**config.mk**
```make
export PLATFORM = sky130hd
export DESIGN_NAME = armleocpu_fifo_sync
export DESIGN_NICKNAME = d
export VERILOG_FILES = /design/src/rtl/armleocpu_fifo_sync_pkg.sv /design/src/rtl/armleocpu_fifo_sync_mem_1w1r.sv /design/src/rtl/armleocpu_fifo_sync.sv
export SDC_FILE = /design/constraint.sdc
export NUM_CORES = 1
export LEC_CHECK = 0
export CAP_MARGIN = 25
export CORE_ASPECT_RATIO = 0.75
export CORE_MARGIN = 2
export CORE_UTILIZATION = 35
export DETAILED_ROUTE_END_ITERATION = 16
export GPL_ROUTABILITY_DRIVEN = 0
export GPL_TIMING_DRIVEN = 1
export PLACE_DENSITY_LB_ADDON = 0.15
export SYNTH_ARGS = -nofsm -noshare
export SYNTH_HDL_FRONTEND = slang
export SYNTH_HIERARCHICAL = 1
export SYNTH_SLANG_ARGS = --single-unit
export TNS_END_PERCENT = 100
```
**constraint.sdc**
```tcl
create_clock -name clk -period 14.95 [get_ports clk]
set_input_delay 4.485 -clock clk [delete_from_list [all_inputs] [get_ports clk]]
set_output_delay 4.485 -clock clk [all_outputs]
set_load 0.01 [all_outputs]
```
**src/rtl/armleocpu_fifo_sync_pkg.sv**
```systemverilog
// Shared types for the block-RAM backed synchronous FIFO.
// The output stage state is the only FSM; its encoding doubles as out_valid.
package armleocpu_fifo_sync_pkg;

  typedef enum logic {
    OUT_EMPTY = 1'b0,
    OUT_VALID = 1'b1
  } out_state_t;

endpackage

```
**src/rtl/armleocpu_fifo_sync_mem_1w1r.sv**
```systemverilog
// One-write/one-read synchronous RAM: read data is registered on the read strobe
// and holds its value otherwise, so it can directly drive a FIFO head register.
module armleocpu_mem_1w1r #(
  parameter int ELEMENTS_W = 4,
  parameter int WIDTH      = 32
) (
  input  logic                  clk,
  input  logic                  read_i,
  input  logic [ELEMENTS_W-1:0] readaddress_i,
  output logic [WIDTH-1:0]      readdata_o,
  input  logic                  write_i,
  input  logic [ELEMENTS_W-1:0] writeaddress_i,
  input  logic [WIDTH-1:0]      writedata_i
);

  logic [WIDTH-1:0] storage_q [2**ELEMENTS_W];
  logic [WIDTH-1:0] readdata_q;

  // No reset: contents and read register are don't-care until written/fetched.
  always_ff @(posedge clk) begin
    if (write_i) storage_q[writeaddress_i] <= writedata_i;
    if (read_i)  readdata_q <= storage_q[readaddress_i];
  end

  assign readdata_o = readdata_q;

endmodule

```
**src/rtl/armleocpu_fifo_sync.sv**
```systemverilog
// Valid/ready FIFO over a synchronous RAM with a first-word-fall-through head.
// Capacity is 2**DEPTH_W words in RAM plus one held in the RAM read register.
module armleocpu_fifo_sync
  import armleocpu_fifo_sync_pkg::*;
#(
  parameter int DEPTH_W = 4,
  parameter int WIDTH   = 32
) (
  input  logic               clk,
  input  logic               rst_n,
  input  logic               in_valid,
  output logic               in_ready,
  input  logic [WIDTH-1:0]   in_data,
  output logic               out_valid,
  input  logic               out_ready,
  output logic [WIDTH-1:0]   out_data,
  output logic [DEPTH_W:0]   count
);

  localparam int CNT_W = DEPTH_W + 1;
  localparam logic [CNT_W-1:0] ELEMENTS = CNT_W'(2**DEPTH_W);

  // Valid/ready: a transfer happens on a rising edge where valid & ready are both
  // high; ready never depends combinationally on valid.
  logic [DEPTH_W-1:0] wptr_q, wptr_d;
  logic [DEPTH_W-1:0] rptr_q, rptr_d;
  logic [CNT_W-1:0]   mem_cnt_q, mem_cnt_d;
  out_state_t         out_state_q, out_state_d;

  logic push, pop, fetch;

  assign out_valid = (out_state_q == OUT_VALID);
  assign in_ready  = rst_n & (mem_cnt_q != ELEMENTS);
  assign push      = in_valid & in_ready;
  assign pop       = out_valid & out_ready;
  // Prefetch whenever the head register is free or being consumed this cycle.
  assign fetch     = (mem_cnt_q != '0) & (!out_valid | out_ready);
  assign count     = mem_cnt_q + CNT_W'(out_valid);

  always_comb begin
    wptr_d      = wptr_q + DEPTH_W'(push);
    rptr_d      = rptr_q + DEPTH_W'(fetch);
    mem_cnt_d   = mem_cnt_q + CNT_W'(push) - CNT_W'(fetch);
    out_state_d = out_state_q;
    case (out_state_q)
      OUT_EMPTY: if (fetch) out_state_d = OUT_VALID;
      OUT_VALID: if (pop && !fetch) out_state_d = OUT_EMPTY;
      default:   out_state_d = OUT_EMPTY;
    endcase
  end

  always_ff @(posedge clk) begin
    if (!rst_n) begin
      wptr_q      <= '0;
      rptr_q      <= '0;
      mem_cnt_q   <= '0;
      out_state_q <= OUT_EMPTY;
    end else begin
      wptr_q      <= wptr_d;
      rptr_q      <= rptr_d;
      mem_cnt_q   <= mem_cnt_d;
      out_state_q <= out_state_d;
    end
  end

  // Read and write addresses can never collide: a read needs mem_cnt != 0 and a
  // write needs mem_cnt != ELEMENTS, and rptr == wptr only at one of those.
  armleocpu_mem_1w1r #(
    .ELEMENTS_W (DEPTH_W),
    .WIDTH      (WIDTH)
  ) u_mem (
    .clk            (clk),
    .read_i         (fetch),
    .readaddress_i  (rptr_q),
    .readdata_o     (out_data),
    .write_i        (push),
    .writeaddress_i (wptr_q),
    .writedata_i    (in_data)
  );

endmodule

```
==> implementation parameters, run 1 <==
Parameter                              Value

Synthesis
  Ys Warns ... 6
  Flip-flop and latch count after synthesis ... 558
  Proportion of synthesized flip-flops having asynchronous set or reset ... 0%
  Post-synth design cell area ... about 21000 um^2
  Gate count of the mapped netlist ... 915
  EDFF count, synth ... about 540
  Average size of a mapped cell ... approximately 23 um^2
  Unique cell type count in the Yosys netlist ... 32
  Synth Net Count ... 966
  Dominant register cell in the synthesized netlist ... edfxtp_1
  Post-synthesis sequential area ratio ... 79.36%

Route
  WL met2 ... 20730 um
  Violation count after the first detailed-routing iteration ... 634
  DR pass1 iterations ... 5
  Wirelength, routed ... 46180 um
  Via density per instance ... between 5 and 6
  Met3 layer wire length in the routed design ... 2069 um
  Count of nets left with antenna violations after detail routing ... 0
  Drc violations ... 0
  Via count ... 9515
  Routed WL per cell ... 24.80 um
  Routed length on met1 ... 22600 um
  Top sig layer ... met5

Clock network
  Clock Tree Root ... clkbuf_16
  Source-to-sink clock delay at the later pin of the worst-skew pair ... about 0.6 ns
  CTS Buf Count ... 54
  Number of clock sinks ... 558
  Worst-case clock buffer depth ... 3
  Number of H-tree levels ... 2
  Post-cts resize count ... 0
  # hold bufs at CTS ... 0
  Clock tree from TritonCTS ... done
  Clock slew seen by the registers of the worst setup and hold paths ... 0.06 ns
  Number of setup buffers added after CTS ... 0

STA
  Setup clock skew after layout ... 0.02581 ns
  Final Max Slew Viols ... 0
  Accumulated negative setup slack ... 0 ns
  Clock period minus worst slack ... 10.66 ns
  RSZ-0062 raised after global routing ... false
  Final Setup Violations ... 0
  Period Utilization, post-route ... between 70 and 80%
  Hold Worst Slack ... 0.5391 ns
  Final hold viol count ... 0
  Highest clock frequency the design can meet ... 93.80 MHz
  Transition at the pin with the smallest max-transition slack ... ~1.0 ns
  Worst slew margin ... 31.01%

Floorplanning
  Die Footprint ... between 60000 and 70000 um^2
  Floorplan core area ... 59060 um^2
  Height of the die ... 215.8 um
  Io pins ... 75
  Die X ... ~290 um
  Cell row count ... 77
  Starting Density ... 35.45%

Setup path
  Cell type with the highest occurrence count on the critical path ... clkdlybuf4s50_1
  Slowest cell on the critical path ... clkdlybuf4s50_1
  Delay of the slowest cell on the worst path ... 0.67 ns
  Largest driver fanout on the critical path ... 10
  List of cells traversed by the critical path ... clkdlybuf4s50_1 > inv_2 > a31oi_1 > clkdlybuf4s50_1
  CP Class ... in -> out
  Gate family responsible for the most delay along the worst path ... buffers and inverters
  Worst Path Buf+Inv ... 3
  Critical path data required time ... 10.47 ns
  Crit. End Element ... output pin
  Critical Path Source Type ... input port
  WP data arrival ... 6.18 ns

Global routing
  Vias in the first global route ... just under 10000
  Initial antenna violation count ... 1
  Global router's overall resource usage ... 15.24%
  Wire length of the first global-routing pass ... ~69000 um
  Remaining Overflow, GRT ... 0
  Pin count of the biggest net entering global routing ... 57

Cells and area
  Area growth from synthesis to layout ... 17.10%
  Commonest non-fill, non-tap cells in the layout ... edfxtp_1, mux4_2, clkdlybuf4s50_1
  Number of nets in the layout ... about 1100
  Finished Core Util ... 41.51%
  Total area of multi-input combinational cells ... 4218 um^2
  FF/Latch Area ... 16620 um^2
  Total of fill cells in the finished design ... just over 5000
  Most frequent standard cell in the layout excluding fill and tap cells ... edfxtp_1
  Total inserted antenna cells ... 0
  Fraction of layout cells with a size suffix above 1 ... a little under a quarter

Run status
  Result of the run ... completed

Pwr
  Power density normalized to cell area ... 163.8 nW/um^2
  Leakage Power ... about 7.6 nW
  Peak ir drop on the vdd network ... 0.00009069 V
  Post-route total power ... 4.015 mW

Placed design
  Half-perimeter wire length after placement ... 24260 um
  Count of buffers from port buffering ... 74

Worst hold path
  Class of the worst hold path ... reg -> reg

Flow run
  Max-capacitance violation count ... 0
[power by group]
part | internal (mW) | leakage, nW | total (mW) | switching (mW)
Combinational | 0.431 | 1.69 | 0.824 | 0.393
Clock | 0.760 | 0.825 | 1.32 | 0.561
Sequential | 1.82 | 5.05 | 1.87 | 0.0523
[flip-flops by register name, indices dropped and copies added, names as in the netlist]
register,flops
mem_cnt_q,5
out_valid,1
rptr_q,4
u_mem/readdata_o,32
u_mem/storage_q,512
wptr_q,4
[cell families (layout without fill, tap and decap cells)]
logic type	count (synthesis)	after routing	share of synthesized area (%)
muxes	130	130	13.87
DFF	558	558	79.36
AOI/OAI and AO/OA	70	70	2.468
buffers and inverters	49	206	1.171
and+or+nand+nor	84	84	1.823
xor gates and xnor gates	9	9	0.3765
adders and majority gates	15	15	0.9322
[cell usage after synthesis (4+ instances only)]
| cell type | n | area share (%) |
|---|---|---|
| a22oi_1 | 64 | 2.3 |
| and2_1 | 8 | 0.24 |
| buf_1 | 9 | 0.16 |
| buf_2 | 4 | 0.096 |
| buf_4 | 11 | 0.39 |
| clkbuf_1 | 17 | 0.30 |
| dfxtp_1 | 14 | 1.3 |
| edfxtp_1 | 544 | 78 |
| ha_1 | 14 | 0.84 |
| inv_1 | 5 | 0.090 |
| mux4_2 | 128 | 14 |
| nand2_1 | 37 | 0.66 |
| nand2b_1 | 4 | 0.12 |
| nor2_1 | 20 | 0.36 |
| nor3_1 | 4 | 0.096 |
| xnor2_1 | 6 | 0.25 |
[stage by stage]
stage | area, um^2 | instances | setup WS (ns)
2_1_floorplan | 20940 | 915 | 5.645
3_3_place_gp | 22800 | 1763 | 4.326
3_5_place_dp | 22800 | 1763 | 4.285
4_1_cts | 24490 | 1861 | 4.282
5_1_grt | 24520 | 1862 | 4.190
6_report | 24520 | 1862 | 4.289
[routing by layer]
layer	vias up	GRT usage, %
met5	-	0
met4	2	3.543
met3	64	2.896
met2	213	22.75
met1	5145	23.10
li1	4091	-
[cell type report]
type / count / share of cell area, %
clock buffer: 75 / 6.083
clock inverter: 23 / 0.8267
inverter: 6 / 0.09186
multi-input combinational: 308 / 17.20
sequential: 558 / 67.80
tap: 790 / 4.032
timing repair buffer: 102 / 3.960
[worst paths after layout]
check                                           to               startpoint  slack, ns  depth (start not counted)
setup / recovery                          in_ready                    rst_n       4.29                          4
hold / removal                out_valid$_SDFF_PN0_     out_valid$_SDFF_PN0_       0.54                          2
setup reg to reg  u_mem/storage_q[2][21]$_DFFE_PP_  mem_cnt_q[2]$_SDFF_PN0_      11.61                          7
hold reg to reg               out_valid$_SDFF_PN0_     out_valid$_SDFF_PN0_       0.54                          2
[worst reg2reg max path, delay by kind of cell, from the launching register on]
kind,cells,cell delay [ns]
buffers and inverters,2,0.57
AOI/OAI and AO/OA,1,0.27
DFF,1,0.43
adders and majority gates,1,0.22
and+or+nand+nor,3,1.52
(Power assumes the default switching activity.)
==> run 2: changes to the inputs <==
- clock period: 14.95 -> 8.9 ns (I/O delays scaled with it)
==> run 2 against run 1 <==
Net effect:
- first-iteration DRC count is 2.1% lower
- global-route usage is 0.15 points lower
- worst hold slack got worse by 0.0021 ns
- critical path type unchanged
- non-clock buffer count shrank 2
==> implementation parameters, run 2 (synthesized netlist as in run 1, its figures left out) <==
Parameter                              Value

STA
  Transition at the pin with the smallest max-transition slack ... 1.007 ns (-0.02768 ns)
  Final Setup Violations ... 0 (unchanged)
  RSZ-0062 raised after global routing ... false
  Accumulated negative setup slack ... 0 ns (unchanged)
  Clock period minus worst slack ... 7.041 ns
  Final Max Slew Viols ... 0 (unchanged)
  Final hold viol count ... 0 (unchanged)
  Worst slew margin ... 32.86% (+1.8 points)
  Period Utilization, post-route ... 79.11%
  Highest clock frequency the design can meet ... 142.0 MHz
  Slack of the critical path ... 1.859 ns (-2.430 ns)
  Setup clock skew after layout ... 0.01423 ns (-0.01158 ns)

Setup path
  List of cells traversed by the critical path ... clkdlybuf4s50_1 > inv_2 > a31oi_1 > clkdlybuf4s50_1
  Register-to-register path setup slack ... 5.69 ns (-5.92 ns)
  R2R cell count ... 7 (unchanged)
  Reg-to-reg startpoint ... mem_cnt_q[2]$_SDFF_PN0_
  CP Class ... in -> out
  Critical Path Source Type ... input port
  WP data arrival ... 4.37 ns (-1.81 ns)
  Slowest cell on the critical path ... clkdlybuf4s50_1
  Delay of the slowest cell on the worst path ... 0.68 ns (about the same)
  Cell type with the highest occurrence count on the critical path ... clkdlybuf4s50_1
  Crit. End Element ... output pin
  Critical path data required time ... 6.23 ns (-4.24 ns)
  Worst r2r dst ... u_mem/storage_q[15][7]$_DFFE_PP_
  Largest driver fanout on the critical path ... 10 (unchanged)

Clock network
  CTS Buf Count ... 55 (+1.9%)
  Number of clock sinks ... 558 (unchanged)
  Worst-case clock buffer depth ... 3 (unchanged)
  Post-cts resize count ... 0 (unchanged)
  Clock Tree Root ... clkbuf_16
  Number of setup buffers added after CTS ... 0 (unchanged)
  Clock slew seen by the registers of the worst setup and hold paths ... 0.06 ns (about the same)
  # hold bufs at CTS ... 0 (unchanged)
  Clock tree from TritonCTS ... done
  Source-to-sink clock delay at the later pin of the worst-skew pair ... 0.60 ns (about the same)
  Number of H-tree levels ... 2 (unchanged)

Floorplanning
  Die X ... 286.4 um (unchanged)
  Io pins ... 75 (unchanged)
  Die Footprint ... 61810 um^2 (unchanged)
  Floorplan core area ... 59060 um^2 (unchanged)
  Cell row count ... 77 (unchanged)
  Height of the die ... 215.8 um (unchanged)
  Starting Density ... 35.45% (unchanged)

Global routing
  Vias in the first global route ... 10014 (+0.77%)
  Global router's overall resource usage ... 15.08% (-0.15 points)
  Initial antenna violation count ... 0 (-1)
  Remaining Overflow, GRT ... 0 (unchanged)
  Pin count of the biggest net entering global routing ... 97 (+70%)
  Wire length of the first global-routing pass ... 68300 um (-0.99%)

Flow run
  Max-capacitance violation count ... 0 (unchanged)

Run status
  Result of the run ... completed

Placed design
  Post-Place Cell Area ... 22800 um^2 (about the same)
  Worst slack at placement ... 1.864 ns (-2.421 ns)
  Count of buffers from port buffering ... 74 (unchanged)
  Half-perimeter wire length after placement ... 24440 um (+0.74%)

Worst hold path
  Class of the worst hold path ... reg -> reg
  Start point of the worst min-delay path ... out_valid$_SDFF_PN0_
  End of the worst hold path ... out_valid$_SDFF_PN0_
  Count of cells along the worst hold path ... 2 (unchanged)

Route
  Via count ... 9438 (-0.81%)
  Count of nets left with antenna violations after detail routing ... 0 (unchanged)
  Wirelength, routed ... 46110 um (-0.16%)
  Drc violations ... 0 (unchanged)
  DR pass1 iterations ... 5 (unchanged)
  Routed WL per cell ... 24.72 um (-0.32%)
  Via density per instance ... 5.061 (-0.97%)
  Violation count after the first detailed-routing iteration ... 621 (-2.1%)

Cells and area
  Finished Core Util ... 41.51% (about the same)
  Total inserted antenna cells ... 0 (unchanged)
  Number of flip-flops in the largest register ... 512 (unchanged)
  Area growth from synthesis to layout ... 17.08% (about the same)
  Total of fill cells in the finished design ... 5130 (+0.37%)
  Top reg by flops ... u_mem/storage_q
  Commonest non-fill, non-tap cells in the layout ... edfxtp_1, mux4_2, clkdlybuf4s50_1
  Post-route standard cell area excluding fillers ... 24510 um^2 (about the same)
  Number of nets in the layout ... 1080 (-0.093%)
  Most frequent standard cell in the layout excluding fill and tap cells ... edfxtp_1
  Total area of multi-input combinational cells ... 4218 um^2 (unchanged)
  Fraction of layout cells with a size suffix above 1 ... 23.63% (+0.31 points)
  FF/Latch Area ... 16620 um^2 (unchanged)

Pwr
  Peak ir drop on the vdd network ... 0.0002195 V (+140%)
  Power density normalized to cell area ... 275.7 nW/um^2 (+68%)
  Leakage Power ... 7.554 nW (about the same)
-- run 2: final cells by class --
| type | instances | share of cell area [%] |
|---|---|---|
| flip-flops and latches | 558 | 67.81 |
| multi-input cells | 308 | 17.21 |
| clock buffers | 75 | 6.089 |
| well taps | 790 | 4.032 |
| repair buffers | 100 | 3.869 |
| clock inverters | 28 | 0.8983 |
| inverters | 6 | 0.09187 |
-- run 2: worst max path at each step --
stage	from	end	slack [ns]	cells past startpoint
6_report	rst_n	in_ready	1.86	4
4_1_cts	rst_n	in_ready	1.86	4
3_5_place_dp	rst_n	in_ready	1.86	4
2_1_floorplan	rst_n	u_mem/storage_q[0][0]$_DFFE_PP_	2.47	5
3_3_place_gp	rst_n	in_ready	1.86	4
5_1_grt	rst_n	in_ready	1.73	4
-- run 2: report_power, final --
group | internal, mW | switching [mW]
Sequential | 3.05 | 0.144
Combinational | 0.714 | 0.614
Clock | 1.26 | 0.973
Total | 5.03 | 1.73
-- run 2: per-layer routing --
| layer | share of wire [%] | vias up | global-route usage (%) |
|---|---|---|---|
| met5 | 0 | - | 0 |
| met4 | 1.9 | 0 | 3.997 |
| met3 | 4.2 | 58 | 2.706 |
| met2 | 46 | 193 | 23.85 |
| met1 | 47 | 5094 | 21.59 |
| li1 | - | 4093 | - |
-- run 2: metrics by stage --
| stage | instances | total power, mW | hold slack, ns |
|---|---|---|---|
| finish | 1865 | 6.758 | 0.5370 |
| global route | 1865 | 7.066 | 0.5740 |
| CTS | 1865 | 6.879 | 0.5396 |
| detailed placement | 1762 | 4.620 | 0.5328 |
| global placement | 1761 | 4.624 | 0.5235 |
| floorplan | 915 | 4.114 | 0.5249 |
-- run 2: critical path: cells and delay by family --
kind | cells | cell delay, ns
compound gates | 1 | 0.27
buf+inv | 3 | 1.42
==> variant (flow settings as in run 2) <==
Make the reset (`rst_n`) asynchronous in one clocked block. Comments in the files are not updated.
--- a/src/rtl/armleocpu_fifo_sync.sv
+++ b/src/rtl/armleocpu_fifo_sync.sv
@@ -51,3 +51,3 @@
 
-  always_ff @(posedge clk) begin
+  always_ff @(posedge clk or negedge rst_n) begin
     if (!rst_n) begin
Function: differs if rst_n is asserted again (counterexample within 4 cycles, from zero or initial values and one cycle with rst_n low); with rst_n held inactive, the same outputs for 4 cycles.
==> variant against run 2 <==
Combinational power rose by 47%. Setup slack lost 0.054 ns. Routed wire length is 2.0% higher. Hold slack better by 0.054 ns. Largest power group unchanged. Largest cell class unchanged. Clock skew increased by 0.0030 ns. Synthesized area stayed put. Power is 12% higher. Cell area is 0.14% higher. Cell count is 0.91% lower. Register-to-register slack is essentially flat. Sequential cell count did not move.
==> variant: results (changes against run 2) <==
<table>
<tr><th>Metric</th><th>Value</th></tr>
<tr><th colspan="2">Status</th></tr>
<tr><td>Status</td><td>completed</td></tr>
<tr><th colspan="2">STA</th></tr>
<tr><td>Worst clock skew on the final layout</td><td>0.0173 ns (+0.00304 ns)</td></tr>
<tr><td>Slew Limit Headroom</td><td>28.9% (-3.9 points)</td></tr>
<tr><td>Final critical-path required period</td><td>7.09 ns (+0.0542 ns)</td></tr>
<tr><th colspan="2">Placed design</th></tr>
<tr><td>Post-placement cell count</td><td>1749 (-0.74%)</td></tr>
<tr><td>Placement Cell Area</td><td>22800 um2 (about the same)</td></tr>
<tr><td>Post-DP HPWL</td><td>25400 um (+3.9%)</td></tr>
<tr><th colspan="2">GRT</th></tr>
<tr><td>First-pass GRT wire length</td><td>69000 um (+0.99%)</td></tr>
<tr><td>Total routing usage reported by global routing</td><td>15.4% (+0.33 points)</td></tr>
<tr><td>Vias in the first global route</td><td>10.0k (+0.15%)</td></tr>
<tr><td>Global Route met3 Usage</td><td>2.81% (+0.11 points)</td></tr>
<tr><th colspan="2">Power</th></tr>
<tr><td>Sequential share of power</td><td>44.2% (-3.1 points)</td></tr>
<tr><td>Cell Int Power</td><td>0.00541 W (+7.6%)</td></tr>
<tr><td>Relative contribution of combinational cells to total power</td><td>25.9% (+6.2 points)</td></tr>
<tr><td>Maximum vdd ir drop</td><td>161 uV (-26%)</td></tr>
<tr><td>Leakage power</td><td>7.73 nW (+2.3%)</td></tr>
<tr><th colspan="2">Drt</th></tr>
<tr><td>Detailed-route via count</td><td>9462 (+0.25%)</td></tr>
<tr><td>Number of vias per cell after detailed routing</td><td>5.12 (+1.2%)</td></tr>
<tr><td>Average routed wire per standard cell</td><td>25.4 um (+2.9%)</td></tr>
<tr><th colspan="2">Yosys</th></tr>
<tr><td>Share of synthesized area spent on multiplexers</td><td>13.8% (-0.10 points)</td></tr>
<tr><td>Sequential-to-total area share from yosys stat</td><td>79.7% (+0.33 points)</td></tr>
<tr><td>Top post-synthesis cells by area</td><td>sky130_fd_sc_hd__edfxtp_1, sky130_fd_sc_hd__mux4_2, sky130_fd_sc_hd__a22oi_1</td></tr>
<tr><td>Post-Syn Area per Cell</td><td>23.3 um2 (+1.7%)</td></tr>
<tr><td>Net Count, Synth</td><td>951 (-1.6%)</td></tr>
<tr><th colspan="2">Critical path</th></tr>
<tr><td>Reg2reg start</td><td>mem_cnt_q[2]</td></tr>
<tr><td>Top fanout value on the critical path</td><td>15 (+5)</td></tr>
<tr><th colspan="2">Hold path</th></tr>
<tr><td>Worst Min Path Start</td><td>mem_cnt_q[0]</td></tr>
</table>
-- variant: cell types whose count changed after synthesis, sizes merged, moves of 2 or more --
cell,run 2,this run
dfxtp,14,0
nand2b,4,2
and2,9,2
dfrtp,0,14
xor2,3,6
nor2,20,13
-- variant: worst paths after layout --
path,to,depth (start not counted)
worst max-delay path,in_ready,3
worst min-delay path,mem_cnt_q[0],1
worst max register to register,u_mem/storage_q[3][28],8
worst min register to register,mem_cnt_q[0],1
max in group asynchronous,rptr_q[1],1
min in group asynchronous,rptr_q[0],1
-- variant: cells by family after synthesis --
group	after synthesis
DFF	558
AOI/OAI and AO/OA	71
and+or+nand+nor	67
muxes	128
xor gates and xnor gates	11
adders and majority gates	15
buffers and inverters	50
-- variant: layout make-up --
class	count	area, um2
fill	5101	34500
sequential	558	16700
multi-input combinational	292	4150
clock buffer	68	1470
tap	790	988
timing repair buffer	102	951
clock inverter	31	274
inverter	7	26.3
